**config.mk**
```make
export PLATFORM = sky130hd
export DESIGN_NAME = axis2uart_tx
export DESIGN_NICKNAME = d
export VERILOG_FILES = /design/src/rtl/axis2uart_tx.sv
export SDC_FILE = /design/constraint.sdc
export NUM_CORES = 1
export LEC_CHECK = 0
export BUFFER_PORTS_ARGS = -buffer_cell sky130_fd_sc_hd__buf_4
export CAP_MARGIN = 20
export CORE_ASPECT_RATIO = 1.1
export CORE_UTILIZATION = 30
export DETAILED_ROUTE_END_ITERATION = 12
export SLEW_MARGIN = 20
export SYNTH_ARGS = -nofsm -noshare
export SYNTH_HDL_FRONTEND = slang
export SYNTH_SLANG_ARGS = --single-unit
```
**constraint.sdc**
```tcl
create_clock -name clk -period 2.75 [get_ports clk]
set_input_delay 0.4125 -clock clk [delete_from_list [all_inputs] [get_ports clk]]
set_output_delay 0.4125 -clock clk [all_outputs]
set_load 0.03 [all_outputs]
```
**src/rtl/axis2uart_tx.sv**
```systemverilog
`default_nettype none
// ============================================================================
// Module      : axis2uart_tx
// Description : AXI-Stream byte sink feeding a UART core register port.
//               Bytes are buffered in a FIFO; LCR is programmed once after
//               reset, then LSR is polled per byte and THR is written only
//               when the transmitter-empty bit (LSR[6]) is set.
//               Optional macro AXIS2UART_TX_CRLF_EN: a popped LF (8'h0A) is
//               sent as CR (8'h0D) followed by LF, each with its own poll.
// Revision    : 1.0 - initial release
// ============================================================================
module axis2uart_tx #(
  parameter int         FIFO_DEPTH = 16,
  parameter int         RD_WAIT    = 4,
  parameter logic [7:0] INIT_LCR   = 8'h03
) (
  input  logic                          clk,
  input  logic                          rst,
  input  logic [7:0]                    term_in_tdata,
  input  logic                          term_in_tvalid,
  output logic                          term_in_tready,
  output logic                          i_tx_en,
  output logic [2:0]                    waddr,
  output logic [7:0]                    wdata,
  output logic                          i_rx_en,
  output logic [2:0]                    raddr,
  input  logic [7:0]                    rdata,
  output logic                          busy,
  output logic [$clog2(FIFO_DEPTH):0]   fifo_level
);

  localparam int         c_PTR_W    = $clog2(FIFO_DEPTH);
  localparam int         c_LVL_W    = c_PTR_W + 1;
  localparam int         c_CNT_W    = (RD_WAIT < 2) ? 1 : $clog2(RD_WAIT + 1);
  localparam logic [2:0] c_ADDR_THR = 3'd0;
  localparam logic [2:0] c_ADDR_LCR = 3'd3;
  localparam logic [2:0] c_ADDR_LSR = 3'd5;
  localparam int         c_TEMT_BIT = 6;

  typedef enum logic [2:0] {
    S_INIT      = 3'd0,
    S_IDLE      = 3'd1,
    S_POLL_RD   = 3'd2,
    S_POLL_WAIT = 3'd3,
    S_POLL_CHK  = 3'd4,
    S_TX_WR     = 3'd5,
    S_TX_GAP    = 3'd6
  } state_t;

  // FIFO
  logic [7:0]         r_mem [FIFO_DEPTH];
  logic [c_PTR_W-1:0] r_wr_ptr;
  logic [c_PTR_W-1:0] r_rd_ptr;
  logic [c_LVL_W-1:0] r_count;
  logic [c_LVL_W-1:0] w_count_nxt;
  logic               w_full;
  logic               w_empty;
  logic               w_push;
  logic               w_pop;
  logic               w_pop_ok;
  logic [7:0]         w_head;

  // FSM
  state_t             r_state;
  state_t             w_state_nxt;
  logic               r_init_done;
  logic               w_init_done_nxt;
  logic [c_CNT_W-1:0] r_cnt;
  logic [c_CNT_W-1:0] w_cnt_nxt;
  logic [7:0]         r_status;
  logic [7:0]         w_status_nxt;
  logic [7:0]         r_tx_byte;
  logic [7:0]         w_tx_byte_nxt;
  logic               r_busy;
  logic               w_tx_en;
  logic               w_rx_en;
  logic [2:0]         w_waddr;
  logic [7:0]         w_wdata;
  logic [2:0]         w_raddr;
  logic               w_unused_status;

`ifdef AXIS2UART_TX_CRLF_EN
  localparam logic [7:0] c_LF = 8'h0A;
  localparam logic [7:0] c_CR = 8'h0D;
  logic r_lf_pending;
  logic w_lf_pending_nxt;
`endif

  assign w_full          = (r_count == c_LVL_W'(FIFO_DEPTH));
  assign w_empty         = (r_count == '0);
  assign term_in_tready  = !w_full && r_init_done;
  assign w_push          = term_in_tvalid && term_in_tready;
  assign w_pop_ok        = w_pop && !w_empty;
  assign w_head          = r_mem[r_rd_ptr];
  assign fifo_level      = r_count;
  assign busy            = r_busy;
  // Only the TEMT bit drives decisions; the rest of the status is kept for visibility
  assign w_unused_status = ^{r_status[7], r_status[5:0]};

  // Byte storage; validity is tracked by the pointers, so no reset is needed
  always_ff @(posedge clk) begin
    if (w_push) begin
      r_mem[r_wr_ptr] <= term_in_tdata;
    end
  end

  // Occupancy: simultaneous push and pop leaves the level unchanged
  always_comb begin
    w_count_nxt = r_count;
    if (w_push && !w_pop_ok) begin
      w_count_nxt = r_count + c_LVL_W'(1);
    end else if (!w_push && w_pop_ok) begin
      w_count_nxt = r_count - c_LVL_W'(1);
    end
  end

  // FIFO pointers wrap naturally because the depth is a power of two
  always_ff @(posedge clk or posedge rst) begin
    if (rst) begin
      r_wr_ptr <= '0;
      r_rd_ptr <= '0;
      r_count  <= '0;
    end else begin
      if (w_push) begin
        r_wr_ptr <= r_wr_ptr + c_PTR_W'(1);
      end
      if (w_pop_ok) begin
        r_rd_ptr <= r_rd_ptr + c_PTR_W'(1);
      end
      r_count <= w_count_nxt;
    end
  end

  // Next-state, register-port outputs and datapath updates
  always_comb begin
    w_state_nxt     = r_state;
    w_init_done_nxt = r_init_done;
    w_cnt_nxt       = r_cnt;
    w_status_nxt    = r_status;
    w_tx_byte_nxt   = r_tx_byte;
    w_pop           = 1'b0;
    w_tx_en         = 1'b0;
    w_rx_en         = 1'b0;
    w_waddr         = waddr;
    w_wdata         = wdata;
    w_raddr         = raddr;
`ifdef AXIS2UART_TX_CRLF_EN
    w_lf_pending_nxt = r_lf_pending;
`endif
    case (r_state)
      S_INIT: begin
        w_tx_en         = 1'b1;
        w_waddr         = c_ADDR_LCR;
        w_wdata         = INIT_LCR;
        w_init_done_nxt = 1'b1;
        w_state_nxt     = S_IDLE;
      end
      S_IDLE: begin
        if (!w_empty) begin
          w_state_nxt = S_POLL_RD;
        end
      end
      S_POLL_RD: begin
        w_rx_en     = 1'b1;
        w_raddr     = c_ADDR_LSR;
        w_cnt_nxt   = c_CNT_W'(RD_WAIT);
        w_state_nxt = S_POLL_WAIT;
      end
      S_POLL_WAIT: begin
        if (r_cnt == '0) begin
          w_status_nxt = rdata;
          w_state_nxt  = S_POLL_CHK;
        end else begin
          w_cnt_nxt = r_cnt - c_CNT_W'(1);
        end
      end
      S_POLL_CHK: begin
        if (r_status[c_TEMT_BIT]) begin
`ifdef AXIS2UART_TX_CRLF_EN
          // An LF stays at the head until its preceding CR has gone out
          if (!r_lf_pending && (w_head == c_LF)) begin
            w_tx_byte_nxt    = c_CR;
            w_lf_pending_nxt = 1'b1;
          end else begin
            w_pop            = 1'b1;
            w_tx_byte_nxt    = w_head;
            w_lf_pending_nxt = 1'b0;
          end
`else
          w_pop         = 1'b1;
          w_tx_byte_nxt = w_head;
`endif
          w_state_nxt = S_TX_WR;
        end else begin
          w_state_nxt = S_POLL_RD;
        end
      end
      S_TX_WR: begin
        w_tx_en     = 1'b1;
        w_waddr     = c_ADDR_THR;
        w_wdata     = r_tx_byte;
        w_state_nxt = S_TX_GAP;
      end
      S_TX_GAP: begin
        w_state_nxt = S_IDLE;
      end
      default: begin
        w_state_nxt = S_INIT;
      end
    endcase
  end

  // State, datapath and registered register-port outputs
  always_ff @(posedge clk or posedge rst) begin
    if (rst) begin
      r_state     <= S_INIT;
      r_init_done <= 1'b0;
      r_cnt       <= '0;
      r_status    <= '0;
      r_tx_byte   <= '0;
      r_busy      <= 1'b0;
      i_tx_en     <= 1'b0;
      i_rx_en     <= 1'b0;
      waddr       <= '0;
      wdata       <= '0;
      raddr       <= '0;
    end else begin
      r_state     <= w_state_nxt;
      r_init_done <= w_init_done_nxt;
      r_cnt       <= w_cnt_nxt;
      r_status    <= w_status_nxt;
      r_tx_byte   <= w_tx_byte_nxt;
      r_busy      <= (w_count_nxt != '0) || (w_state_nxt != S_IDLE);
      i_tx_en     <= w_tx_en;
      i_rx_en     <= w_rx_en;
      waddr       <= w_waddr;
      wdata       <= w_wdata;
      raddr       <= w_raddr;
    end
  end

`ifdef AXIS2UART_TX_CRLF_EN
  // Remembers that a CR was sent for the LF still at the FIFO head
  always_ff @(posedge clk or posedge rst) begin
    if (rst) begin
      r_lf_pending <= 1'b0;
    end else begin
      r_lf_pending <= w_lf_pending_nxt;
    end
  end
`endif

endmodule
`default_nettype wire

```
# Word-level counts from Yosys, hierarchy flattened
# Memory sizes are Yosys's and may differ from the RTL's. A register that Yosys moved wholly into a read port is not among the register bits.
# Cells that the tools add are included.
[classes]
eq_ne = 9
n_reduce_logical = 21
addsub = 5
n_mux = 16
[ops]
columns = ["cell", "n"]
rows = [
  ["3-bit one-hot mux with 6 select lines", 1],
  ["8-bit one-hot mux with 2 select lines", 1],
  ["3-bit 2-to-1 mux", 4],
  ["3-bit one-hot mux with 2 select lines", 2],
  ["5-bit 2-to-1 mux", 2],
  ["3-bit equality test (second input constant)", 3],
  ["4-bit by 1-bit adder with 4-bit output (second input constant)", 2],
  ["3-bit by 2-bit equality test with 1-bit output (second input constant)", 2],
  ["3-bit logical NOT", 2],
  ["1-bit 2-to-1 mux", 6],
  ["2-bit AND reduction", 3],
  ["5-bit by 1-bit adder with 5-bit output (second input constant)", 1],
  ["5-bit equality test (second input constant)", 1],
  ["1-bit logical AND", 5],
  ["5-bit logical NOT", 1],
  ["5-bit nonzero test", 1],
  ["5-bit by 1-bit subtractor with 5-bit output (second input constant)", 1],
  ["1-bit logical NOT", 4],
  ["2-bit nonzero test", 2],
  ["2-bit OR reduction", 2],
  ["3-bit by 1-bit equality test with 1-bit output (second input constant)", 1],
  ["3-bit by 1-bit inequality test with 1-bit output (second input constant)", 1],
  ["3-bit by 1-bit subtractor with 3-bit output (second input constant)", 1],
  ["2-bit inequality test (second input constant)", 1],
  ["1-bit logical OR", 1],
]
[totals]
mem_count = 1
regBits = 42
output_inout_bits = 23
input_bits = 19
ram_bits = 128
[mem_list]
columns = ["name", "words", "word_bits", "read_ports", "rd_ports_with_merged_regs", "wr", "line_no", "rtl"]
rows = [
  ["r_mem", 16, 8, 1, 1, 1, "51", "logic [7:0] r_mem [FIFO_DEPTH];"],
]

# Longest topological paths before layout
[logic_depth]
word_depth = 10
ltp_mapped = 7
ltp_nobuf = 7

# Least setup slack after synthesis
# Ideal clock, no wire load.
[synth_timing]
kind = "register to register"
start = "register r_count[0] (netlist: fifo_level[0])"
end = "memory r_mem[7][0], enable pin"
path_slack_ns = 0.038
path_buffers = 0
arrival_ns = 2.327
period_less_slack_ns = 2.712
path_stages_with_launch = 7
path_cell_list = "dfrtp_1 inv_1 ha_1 nor3b_1 a21oi_1 nand2_1 nor3b_1"
[synth_via]
elab_chain_cells = 6
[synth_lines]
columns = ["item", "line_no", "rtl"]
rows = [
  ["start: declaration", "54", "logic [c_LVL_W-1:0] r_count;"],
  ["start signal: assignment", "130", "r_count <= w_count_nxt;"],
  ["5-bit equality test", "89", "assign w_full = (r_count == c_LVL_W'(FIFO_DEPTH));"],
  ["1-bit logical NOT", "91", "assign term_in_tready = !w_full && r_init_done;"],
  ["1-bit logical AND", "91", ""],
  ["1-bit logical AND", "92", "assign w_push = term_in_tvalid && term_in_tready;"],
  ["1-bit 2-to-1 mux", "102", "if (w_push) begin"],
  ["1-bit 2-to-1 mux (implied by the code)", "103", "r_mem[r_wr_ptr] <= term_in_tdata;"],
  ["end: declaration", "51", ""],
]
# No other way between the ends.

# Final worst setup path
[layout_timing]
start = "register r_count[0] (netlist: fifo_level[0])"
end = "memory r_mem[6][6], enable pin"
# The elaborated chain is that of the path after synthesis.

==> flow_summary.json <==
{
  "diodes": 0,
  "synth_area_um2": 7070,
  "reg2reg_depth": 8,
  "slew_headroom_pct": 37.6,
  "highest_layer": "met4",
  "fin_skew_ps": 11.9,
  "critPathLaunchType": "flip-flop",
  "worst_setup_path_end_kind": "flip-flop",
  "peakVddDrop_v": 0.000419,
  "synthDistinctLibCells": 46,
  "dieArea_um2": 24200,
  "report.power.total_mw": 8.40,
  "yosysTopAreaCell": "edfxtp_1",
  "nets": 499,
  "grt_pass1_vias": 3763,
  "routedWlPerCell_um": 16.0,
  "synth-seq-cells": 170,
  "initial_core_util_pct": 30.7,
  "cts_buffers": 17,
  "die_w_um": 148,
  "cts_resized": 0,
  "critPathMaxFanout": 18,
  "rsz0062_at_grt": "no",
  "synth_top_area_share_pct": 54.4,
  "pwr_density_cell_nw_per_um2": 1020,
  "hold_violations": 0,
  "gp_congestion": 0.800,
  "grt_max_degree": 36,
  "hold_class": "primary input to async pin",
  "post-cts-setup-buffers": 0,
  "required_ps": 2810,
  "max_cap_viol_count": 0,
  "synth_edf_count": 128,
  "crit_type": "flip-flop to flip-flop",
  "layout_common_cells": "128 x edfxtp_1, 41 x dfrtp_1, 41 x buf_4",
  "drt-total-wl_um": 12600,
  "cts_tree": "built",
  "detail-route-antenna-nets": 0,
  "dr.pass1.iters": 4,
  "period_needed_ps": 2380,
  "synthCells": 436,
  "finalCritPeriodShare_pct": 86.6,
  "clockBufferDepth": 2,
  "grt_pass1_wl_um": 20800,
  "async_flop_share_pct": 24.7,
  "drive_above_1_share_pct": 24.2,
  "synthTopCellsByArea": "edfxtp_1 54%, dfrtp_1 15%, mux4_2 10%",
  "leakage_nw": 2.92,
  "avgSynthCellArea_um2": 16.2,
  "core-area_um2": 23000,
  "reg2reg_from": "fifo_level[0]",
  "grt_use_total_pct": 11.3,
  "antenna_found_initial": 0,
  "yosys_warnings": 0,
  "layout_commonest_cell": "edfxtp_1",
  "tightest_slew_ps": 930,
  "synth_ff_type": "edfxtp_1",
  "clockPowerShare_pct": 30.1,
  "power_frac_seq_pct": 42.4,
  "comb_power_share_pct": 27.5,
  "path_clk_slew_ps": 70,
  "tns_ps": 0,
  "area.growth.synth_to_final_pct": 17.0,
  "insertion_delay_ps": 420,
  "numPortBuffers": 32,
  "drt-met1-wl_um": 5950,
  "status": "finished clean",
  "dr_wl_met3_um": 424,
  "hpwl_um": 8540,
  "worstPathArrival_ps": 2450,
  "timing.rr.end": "r_mem[6][6]",
  "switchingPower_mw": 2.67,
  "slew_viol_final": 0,
  "p_sw_share_pct": 31.8,
  "wl_met2_um": 6100,
  "ys_seq_area_share_pct": 69.3,
  "internal-power_mw": 5.73,
  "clock_sinks": 170,
  "fmax_mhz": 420,
  "ctsHoldBuffers": 0,
  "num_vias": 3686,
  "io-pin-count": 42,
  "h-tree-depth": 4,
  "root_buffer": "clkbuf_16",
  "drcViolationCount": 0,
  "r2r_slack_ps": 370,
  "first_iter_violations": 228,
  "fillCellCount": 2141,
  "setup_viol": 0,
  "grt_overflow": 0,
  "rows": 58,
  "die_h_um": 163,
  "routed_via_density": 4.70
}
## final cells by class
type	instances	area, µm²	area share (%)
Sequential cell	170	4900	59.2
Multi-Input combinational cell	224	1980	23.9
Clock buffer	17	425	5.14
Tap cell	300	375	4.54
Timing Repair Buffer	42	328	3.96
Clock inverter	15	209	2.53
Inverter	16	60.1	0.726
## metal layers
metal	global-route usage, %	up-vias
met1	14.9	1857
met2	18.2	73
li1	-	1747
met4	2.67	0
met3	3.31	9
met5	0	-
## how the worst max path moves through the flow
| stage | endpoint | cells after the start | start | slack (ps) |
|---|---|---|---|---|
| after floorplan | r_mem[7][0] | 6 | fifo_level[0] | 40 |
| after global placement | r_mem[6][3] | 8 | fifo_level[0] | 360 |
| after detailed placement | r_mem[6][3] | 8 | fifo_level[0] | 370 |
| after CTS | r_mem[6][6] | 8 | fifo_level[0] | 350 |
| after global routing | r_mem[6][6] | 8 | fifo_level[0] | 160 |
| final | r_mem[6][6] | 8 | fifo_level[0] | 370 |
## kinds of logic (layout without fill, tap and decap cells)
logic type,after synthesis,after routing,synth area share (%)
flops,170,170,69.3
simple gates,98,98,7.81
compound gates,70,70,6.53
buf+inv,43,90,2.82
mux,36,36,10.8
fa+ha+maj,9,9,1.59
xor+xnor,9,9,1.12
other cells,1,2,0.0531
## sequential cells by signal, indices dropped and copies added, names as in the netlist
| signal | cells |
|---|---|
| wdata | 8 |
| i_rx_en | 1 |
| i_tx_en | 1 |
| r_cnt | 3 |
| r_mem | 128 |
| r_tx_byte | 8 |
| r_wr_ptr | 4 |
| r_init_done | 1 |
| r_status | 1 |
| busy | 1 |
| raddr | 1 |
| r_state | 3 |
| r_rd_ptr | 4 |
| fifo_level | 5 |
| waddr | 1 |
## critical path, cell delays in order (launching register included)
cell and delay, ps:
dfrtp_1 470, inv_1 70, ha_1 290, nor3b_1 180, a21oi_1 160, buf_4 220
nand2_1 70, nor2_1 130, and2_1 420
## through the flow
step,std cells,setup slack [ps],hold slack (ps),util [%],instance area (µm²)
finish,784,368,86.9,35.9,8270
global route,784,164,126,35.9,8270
CTS,784,346,91.3,35.9,8270
global placement,752,362,470,33.2,7630
floorplan,437,37.7,450,-,7070
detailed placement,752,366,479,33.2,7630
## cell usage after synthesis, types with 8 or more instances
library cell / count
dfrtp_1: 42
nor2_1: 15
nor2b_1: 9
clkbuf_1: 10
a221oi_1: 8
ha_1: 9
mux4_2: 32
inv_1: 16
edfxtp_1: 128
nand2_1: 34
o21ai_0: 27
and3_1: 8
a22o_1: 10
## power by group through the flow
stage	clock (mW)	combinational (mW)	sequential (mW)
2_1_floorplan	0	1.59	3.70
3_3_place_gp	0	2.28	3.58
3_5_place_dp	0	2.34	3.61
4_1_cts	2.58	2.35	3.56
5_1_grt	2.69	2.57	3.62
6_report	2.53	2.31	3.56
No activity file was read; power rests on OpenSTA's default activity.
